===== config.mk =====
export PLATFORM = sky130hd
export DESIGN_NAME = button_press_ctrl
export DESIGN_NICKNAME = d
export VERILOG_FILES = /design/src/rtl/button_press_ctrl.sv
export SDC_FILE = /design/constraint.sdc
export NUM_CORES = 1
export LEC_CHECK = 0
export ABC_AREA = 1
export BUFFER_PORTS_ARGS = -buffer_cell sky130_fd_sc_hd__buf_2
export CAP_MARGIN = 10
export CELL_PAD_IN_SITES_DETAIL_PLACEMENT = 0
export CELL_PAD_IN_SITES_GLOBAL_PLACEMENT = 1
export CORE_ASPECT_RATIO = 0.7
export CORE_MARGIN = 2
export CORE_UTILIZATION = 48
export DETAILED_ROUTE_END_ITERATION = 12
export PLACE_DENSITY = 0.86
export REMOVE_ABC_BUFFERS = 1
export SETUP_SLACK_MARGIN = 0.4
export SLEW_MARGIN = 20
export SYNTH_ARGS = -nofsm -noshare
export SYNTH_HDL_FRONTEND = slang
export SYNTH_SLANG_ARGS = --single-unit

===== constraint.sdc =====
create_clock -name clk -period 3.65 [get_ports clk]
set_clock_uncertainty 0.1 [all_clocks]
set_input_delay 0.1825 -clock clk [delete_from_list [all_inputs] [get_ports clk]]
set_output_delay 0.1825 -clock clk [all_outputs]
set_load 0.05 [all_outputs]

===== src/rtl/button_press_ctrl.sv =====
// Debounce and press classifier: turns a synchronized button level into clean
// press/release/long-press/repeat pulses, a held level and a wrapping press count.
module button_press_ctrl #(
    parameter int DEBOUNCE_CYCLES = 500000,
    parameter int LONG_CYCLES     = 50000000,
    parameter int REPEAT_CYCLES   = 10000000,
    parameter int CNT_W           = 26
) (
    input  logic       clk,
    input  logic       reset,
    input  logic       sigSync,
    input  logic       rising_ind,
    output logic       press,
    output logic       release_p,
    output logic       long_press,
    output logic       repeat_p,
    output logic       held,
    output logic [7:0] press_count
);

    typedef enum logic [2:0] {
        IDLE,
        DEB_PRESS,
        PRESSED,
        LONG_HELD,
        DEB_RELEASE
    } state_t;

    localparam logic [CNT_W-1:0] DEB_LAST  = CNT_W'(DEBOUNCE_CYCLES - 1);
    localparam logic [CNT_W-1:0] LONG_LAST = CNT_W'(LONG_CYCLES - 1);
    localparam logic [CNT_W-1:0] REP_LAST  = CNT_W'(REPEAT_CYCLES - 1);

    state_t           state;
    state_t           state_next;
    logic [CNT_W-1:0] timer;
    logic [CNT_W-1:0] timer_next;
    logic             timer_wrap;
    logic             long_flag;
    logic             long_flag_next;
    logic             press_next;
    logic             release_next;
    logic             long_next;
    logic             repeat_next;
    logic             held_next;

    always_ff @(posedge clk or negedge reset) begin
        if (!reset) begin
            state       <= IDLE;
            timer       <= '0;
            long_flag   <= 1'b0;
            press       <= 1'b0;
            release_p   <= 1'b0;
            long_press  <= 1'b0;
            repeat_p    <= 1'b0;
            held        <= 1'b0;
            press_count <= 8'd0;
        end else begin
            state      <= state_next;
            timer      <= timer_next;
            long_flag  <= long_flag_next;
            press      <= press_next;
            release_p  <= release_next;
            long_press <= long_next;
            repeat_p   <= repeat_next;
            held       <= held_next;
            if (press_next) begin
                press_count <= press_count + 8'd1;
            end
        end
    end

    // A low level always takes precedence over a timer expiry in the same cycle.
    always_comb begin
        state_next     = state;
        long_flag_next = long_flag;
        press_next     = 1'b0;
        release_next   = 1'b0;
        long_next      = 1'b0;
        repeat_next    = 1'b0;
        timer_wrap     = 1'b0;
        case (state)
            IDLE: begin
                if (rising_ind) begin
                    state_next = DEB_PRESS;
                end
            end
            DEB_PRESS: begin
                if (!sigSync) begin
                    state_next = IDLE;
                end else if (timer == DEB_LAST) begin
                    state_next = PRESSED;
                    press_next = 1'b1;
                end
            end
            PRESSED: begin
                if (!sigSync) begin
                    state_next = DEB_RELEASE;
                end else if (timer == LONG_LAST) begin
                    state_next     = LONG_HELD;
                    long_flag_next = 1'b1;
                    long_next      = 1'b1;
                end
            end
            LONG_HELD: begin
                if (!sigSync) begin
                    state_next = DEB_RELEASE;
                end else if (timer == REP_LAST) begin
                    repeat_next = 1'b1;
                    timer_wrap  = 1'b1;
                end
            end
            DEB_RELEASE: begin
                if (sigSync) begin
                    state_next = long_flag ? LONG_HELD : PRESSED;
                end else if (timer == DEB_LAST) begin
                    state_next     = IDLE;
                    long_flag_next = 1'b0;
                    release_next   = 1'b1;
                end
            end
            default: begin
                state_next = IDLE;
            end
        endcase

        // Every state change restarts the timer; only LONG_HELD wraps in place.
        timer_next = (state_next != state || timer_wrap) ? '0 : timer + CNT_W'(1);
        held_next  = (state_next == PRESSED) || (state_next == LONG_HELD) ||
                     (state_next == DEB_RELEASE);
    end

endmodule


==> results of run 1 <==
cell usage after synthesis (3+ instances only):
cell type,count
dfrtp_1,43
inv_1,38
inv_2,5
nand2_1,80
nand2_2,3
nand3_1,23
nand4_1,17
nor2_1,42
nor2_2,22
nor3_1,20
nor4_1,3
xnor2_1,9
xor2_1,17
cell usage in the layout, fill, tap and decap left out:
cell type / n
nand3_1: 23
clkbuf_8: 5
xnor2_1: 9
nor4_1: 3
clkinv_2: 3
inv_2: 5
nor3_2: 1
o21ai_0: 2
a21oi_2: 1
nand2_2: 3
nor3_1: 20
nand4_1: 17
nor3b_1: 2
nor2_2: 22
a21oi_1: 2
xor2_1: 17
dlygate4sd3_1: 2
dfrtp_1: 43
nand3_2: 2
buf_2: 16
nand2_1: 80
inv_1: 38
nor2_1: 42
nand3_4: 1
ha_1: 2
stage by stage:
step	power (µW)	std cells	hold slack (ns)
floorplan	614	335	-0.213
global placement	655	423	0.278
detailed placement	656	423	0.298
CTS	955	433	0.164
global route	995	433	0.205
finish	943	433	0.178
cells by family (layout without fill, tap and decap cells):
family                     Yosys count  in the layout
AOI/OAI and AO/OA                    5              5
and+or+nand+nor                    216            216
buffers and inverters               47             69
xor gates and xnor gates            26             26
adders and majority gates            2              2
DFF                                 43             43
registers in the layout, indices dropped and copies added, names as in the netlist:
signal       count
state            3
timer           26
repeat_p         1
press_count      8
long_press       1
held             1
press            1
release_p        1
long_flag        1
cell type report:
cell class | count | area (µm²) | area share
multi-input combinational | 249 | 1300 | 0.462
sequential | 43 | 1080 | 0.383
inverter | 43 | 161 | 0.0574
timing repair buffer | 18 | 100 | 0.0356
tap | 72 | 90.1 | 0.0321
clock buffer | 5 | 68.8 | 0.0245
clock inverter | 3 | 15.0 | 0.00534
worst max-delay path by stage:
stage / endpoint / cells after the start / slack, ns
3_5_place_dp: timer[0] / 8 / 1.25
4_1_cts: timer[0] / 8 / 1.22
3_3_place_gp: timer[3] / 8 / 1.37
2_1_floorplan: timer[0] / 8 / 1.71
6_report: timer[0] / 8 / 1.27
5_1_grt: timer[0] / 9 / 1.06
worst max-delay path, stage by stage, from the launching register on:
cell	delay, ns
dfrtp_1	0.43
ha_1	0.27
nand3_1	0.23
nor2_1	0.11
nand3_1	0.24
nand3_1	0.13
a21oi_2	0.21
nand3_4	0.36
nor2_1	0.21
per-layer routing:
layer / wire [µm] / vias up / track usage
met3: 414 / 4 / 0.0505
li1: - / 1120 / -
met1: 3320 / 1071 / 0.374
met5: 0 / - / 0
met2: 2330 / 69 / 0.282
met4: 38 / 0 / 0.0398
power by group through the flow:
stage,Clock [µW],Combinational [µW],Sequential [µW]
2_1_floorplan,0,98.6,516
3_3_place_gp,0,135,520
3_5_place_dp,0,136,520
4_1_cts,306,138,511
5_1_grt,326,154,516
6_report,298,135,510
==> reports/qor.txt, run 1 <==
Max Slew Vio Count -> 0
cells after synthesis -> 339
antenna viol nets, final -> 0
Layout Utilization -> 0.540
Seq/Total Area, Yosys -> 0.419
CTS Root Cell -> clkbuf_8
clock latency on the worst-skew pair -> 0.30 ns
setup ws final -> 1.27 ns
distinct cell type count after synthesis -> 23
Peak VDD IR -> 0.000199 V
placed inst area -> 2710 µm²
CTS Buf Count -> 5
post-place setup slack -> 1.25 ns
Setup-failing EPs final -> 0
final hold violation count -> 0
Switch Pwr -> 287 µW
gpl congestion -> 0.941
IO Pins -> 17
dpl hpwl -> 4670 µm
power share of the clock group -> 0.316
post-DR vias/cell -> 5.23
Die W -> 91.4 µm
largest net degree at the start of global routing -> 44
Initial DRC Count -> 238
number of enable flip-flop cells after synthesis -> 0
TNS Setup -> 0 ns
ant diodes -> 0
ys flop type -> dfrtp_1
largest family of logic cells by synthesized area -> simple AND/OR/NAND/NOR gates
Worst R2R Path Depth -> 8
CTS tree -> built
crit path from -> timer[0]
Req. time, crit path -> 3.77 ns
layout cells sized above 1 -> 0.163
WL/cell -> 14.1 µm
Max Cap Viol -> 0
synth warn -> 0
Slew @ Worst Pin -> 0.963 ns
Die Ht -> 65.2 µm
Critical Setup Path Class -> reg2reg
Slew headroom -> 0.358
top post-synthesis cells by area -> dfrtp_1 42%, nand2_1 12%, nor2_1 6.1%, xor2_1 5.8%, inv_1 5.6%
fraction of power spent switching nets -> 0.304
multiplexer share of the synthesized area -> 0
Fill cells -> 504
Area growth syn-to-layout -> 9.40%
Peak Freq -> 0.420 GHz
via count of the first global-routing pass -> 2,042
initial antenna violation count -> 0
static leakage -> 0.00130 µW
#FFs+latches synth -> 43
drt total wl -> 6110 µm
Pint -> 656 µW
post-CTS setup buffers -> 0
source of the worst register-to-register timing path -> timer[0]
r2r endpoint -> timer[0]
power density cells -> 336 nW/µm²
Clk pin slew, worst setup/hold paths -> 0.09 ns
Tmin final -> 2.38 ns
first-pass GRT wire length -> 10,400 µm
total track usage -> 0.223
hold path start -> rising_ind
Reg power frac -> 0.541
async set-reset flop share out of synthesis -> 1.00
Avg Cell Area, Syn -> 7.58 µm²
Synth Area in Compound Gates -> 0.0112
Adder-Cell Fraction of Synth Area -> 0.00974
RSZ-0062 raised after global routing -> no
Arr. time, crit path -> 2.50 ns
post-synthesis simple-gate area fraction -> 0.396
outcome -> complete, no violations
drc violations -> 0
area leader, netlist -> dfrtp_1
area share of xor/xnor cells in the synthesized design -> 0.0887
mapped cell area -> 2570 µm²
Reg2Reg Setup Slack -> 1.27 ns
final instance area -> 2810 µm²
Clock Path Buffers -> 2
TritonRoute pass-1 iters -> 5
area of the core -> 5200 µm²
PortBufs -> 16
top-area cell type share of the netlist area -> 0.419
hold buffers post-CTS -> 2
Initial Util -> 0.494
cell row count -> 22
Min-Delay Path Class -> in2reg
die area -> 5960 µm²
period utilisation layout -> 0.653
hold endpoint -> state[0]
CP max FO -> 26
Vias -> 2,264
clock sink total -> 43
CTS resizes -> 0
crit path launch type -> register
Final Net Count -> 366
H-tree Lvls -> 2
GRT Residual Overflow -> 0
hold depth -> 5
endpoint class of the critical path -> register
combinational fraction of design power -> 0.143
(Power assumes the default switching activity.)
==> inputs of run 2 (changes only) <==
Settings changed: ABC_AREA 1 to 0, CORE_UTILIZATION 48 to 42, PLACE_DENSITY 0.86 to 0.77.
Clock period 3.65 ns to 2 ns, I/O delays scaled along.
==> run 2 against run 1 <==
Against the previous run:
- non-clock buffer count rose by 42
- setup slack lost 1.2 ns
- utilization is 2.4 points higher
- sequential power rose by 84%
- worst hold slack worse by 0.14 ns
- power increased by 87%
- via count is 13% lower
- cell count down 17%
- final area grew 5.5%
- clock power rose by 89%
==> reports/qor.txt, run 2 <==
final hold violation count -> 0
layout cells sized above 1 -> 0.308
dpl hpwl -> 3970 µm
CTS tree -> built
Area growth syn-to-layout -> 28.7%
largest net degree at the start of global routing -> 27
mapped cell area -> 2300 µm²
non-filler cells in the finished layout -> 361
placed cells -> 346
async set-reset flop share out of synthesis -> 1.00
Clock Path Buffers -> 2
RSZ-0062 raised after global routing -> yes
Max Slew Vio Count -> 0
top-count cell post-synth -> dfrtp_1
Min-Delay Path Class -> in2reg
Vias -> 1,966
drt total wl -> 5640 µm
Seq/Total Area, Yosys -> 0.467
Die W -> 92.5 µm
Slew @ Worst Pin -> 0.383 ns
Initial Util -> 0.438
max reg flops -> 26
most frequent cells after synthesis -> 43 x dfrtp_1, 29 x nor3_1, 19 x xnor2_1
IO Pins -> 17
cells after synthesis -> 234
number of enable flip-flop cells after synthesis -> 0
gpl congestion -> 0.884
Biggest register -> timer
Arr. time, crit path -> 2.02 ns
period utilisation layout -> 0.971
Slowest cell on crit path -> dfrtp_1
placed inst area -> 2700 µm²
Req. time, crit path -> 2.08 ns
final instance area -> 2960 µm²
WL/cell -> 15.6 µm
H-tree Lvls -> 2
Tmin final -> 1.94 ns
Peak VDD IR -> 0.000317 V
total track usage -> 0.206
endpoint class of the critical path -> register
PortBufs -> 16
area of the multi-input gates -> 1250 µm²
Max Cap Viol -> 0
Slew headroom -> 0.744
Die Ht -> 65.9 µm
area leader, netlist -> dfrtp_1
Peak Freq -> 0.515 GHz
GRT Residual Overflow -> 0
cell row count -> 22
Max stage delay on crit path -> 0.41 ns
crit path cell chain -> buf_4 > nand4b_1 > nor4b_1 > nand4_1 > o211ai_2 > buf_6 > nor3_1
distinct cell type count after synthesis -> 41
top-area cell type share of the netlist area -> 0.467
crit path launch type -> register
drc violations -> 0
top flop regs -> timer (26), press_count (8), state (3)
area of the core -> 5260 µm²
first-pass GRT wire length -> 9710 µm
static leakage -> 0.00132 µW
Setup-failing EPs final -> 0
CP max FO -> 14
most common cell after layout, fill and taps aside -> dfrtp_1
Avg Cell Area, Syn -> 9.84 µm²
die area -> 6100 µm²
top post-synthesis cells by area -> dfrtp_1 47%, xnor2_1 7.2%, nor3_1 6.3%, xor2_1 4.6%, nand4_1 3.5%
initial antenna violation count -> 0
CTS Root Cell -> clkbuf_8
clock latency on the worst-skew pair -> 0.29 ns
via count of the first global-routing pass -> 1,914
ys flop type -> dfrtp_1
outcome -> complete, no violations
Clk pin slew, worst setup/hold paths -> 0.08 ns
synth warn -> 0
TritonRoute pass-1 iters -> 4
Initial DRC Count -> 111
clock sink total -> 43
most frequent cells in the layout -> 42 x dfrtp_1, 39 x buf_4, 27 x nor3_1, 19 x xnor2_1, 16 x buf_2
power density cells -> 596 nW/µm²
antenna viol nets, final -> 0
Fill cells -> 484
CTS Buf Count -> 5
Final Net Count -> 295
Seq. cell area -> 1080 µm²
post-DR vias/cell -> 5.45
ant diodes -> 0
#FFs+latches synth -> 43
Critical Setup Path Class -> reg2reg
run 2: cell types whose count changed in the layout (fill, tap and decap cells not counted), moves of 4 or more:
cell	before	now
and4_1	0	6
xor2_1	17	12
nor2_2	22	0
nor2_1	42	13
nand2_1	80	13
and3_1	0	7
nor3_1	20	27
buf_4	0	39
nand4_1	17	13
xnor2_1	9	19
inv_1	38	7
nand3_1	23	11
inv_2	5	0
run 2: area by class of cell:
class | instances | share of cell area
inverters | 7 | 0.00886
well taps | 72 | 0.0304
flip-flops and latches | 43 | 0.363
clock inverters | 1 | 0.00169
clock buffers | 6 | 0.0279
multi-input cells | 172 | 0.420
repair buffers | 60 | 0.147
run 2: cells by family (layout without fill, tap and decap cells):
group,count (synthesis),in the layout,share of synthesized area
AO/OA/AOI/OAI,16,16,0.0489
XOR/XNOR,31,31,0.118
adder cells (fa/ha/maj),2,2,0.0109
buffers and inverters,19,74,0.0359
flip-flops,43,43,0.467
multiplexers,1,1,0.00489
AND/OR/NAND/NOR,122,122,0.314
run 2: critical path: cells and delay by family (launching register included):
kind | cells | cell delay (ns)
AND/OR/NAND/NOR | 4 | 0.82
flip-flops | 1 | 0.41
buffers and inverters | 2 | 0.38
AO/OA/AOI/OAI | 1 | 0.12
run 2: through the flow:
| step | hold slack (ns) | TNS, ns | setup slack (ns) | util | power, µW |
|---|---|---|---|---|---|
| after floorplan | -0.296 | -8.52 | -0.331 | - | 1050 |
| after global placement | -0.0720 | -0.0694 | -0.0463 | 0.513 | 1190 |
| after detailed placement | -0.0679 | -0.254 | -0.123 | 0.513 | 1190 |
| after CTS | 0.0359 | 0 | 0.0826 | 0.557 | 1780 |
| after global routing | 0.0437 | -0.851 | -0.0609 | 0.564 | 1860 |
| final | 0.0368 | 0 | 0.0588 | 0.564 | 1770 |
run 2: where the power goes:
part / switching, µW / internal [µW] / total [µW]
clock network: 292 / 271 / 563
registers: 41.0 / 899 / 940
logic: 145 / 118 / 263
run 2: layer usage:
layer | track usage | vias to the layer above | part of all wire
met5 | 0 | - | 0
met4 | 0.0578 | 0 | 0.0090
met3 | 0.0353 | 4 | 0.047
met2 | 0.289 | 43 | 0.41
met1 | 0.322 | 962 | 0.53
li1 | - | 957 | -
run 2: path summary, 6_finish.rpt:
kind                                      from        endpoint  slack, ns  cells past startpoint
worst max-delay path                 timer[17]       timer[14]       0.06                      7
worst min-delay path                   sigSync       release_p       0.04                      2
worst max register to register       timer[17]       timer[14]       0.06                      7
worst min register to register  press_count[6]  press_count[6]       0.38                      1
max in group asynchronous                reset       timer[24]       1.12                      3
min in group asynchronous                reset        timer[4]       0.15                      2
run 2: what timing repair did:
item,CTS,global route
hold buffers,1,0
endpoints found under the setup margin,42,42
hold endpoints to repair,43,0
pin swaps,11,2
resized for setup,18,5
setup buffers,6,1
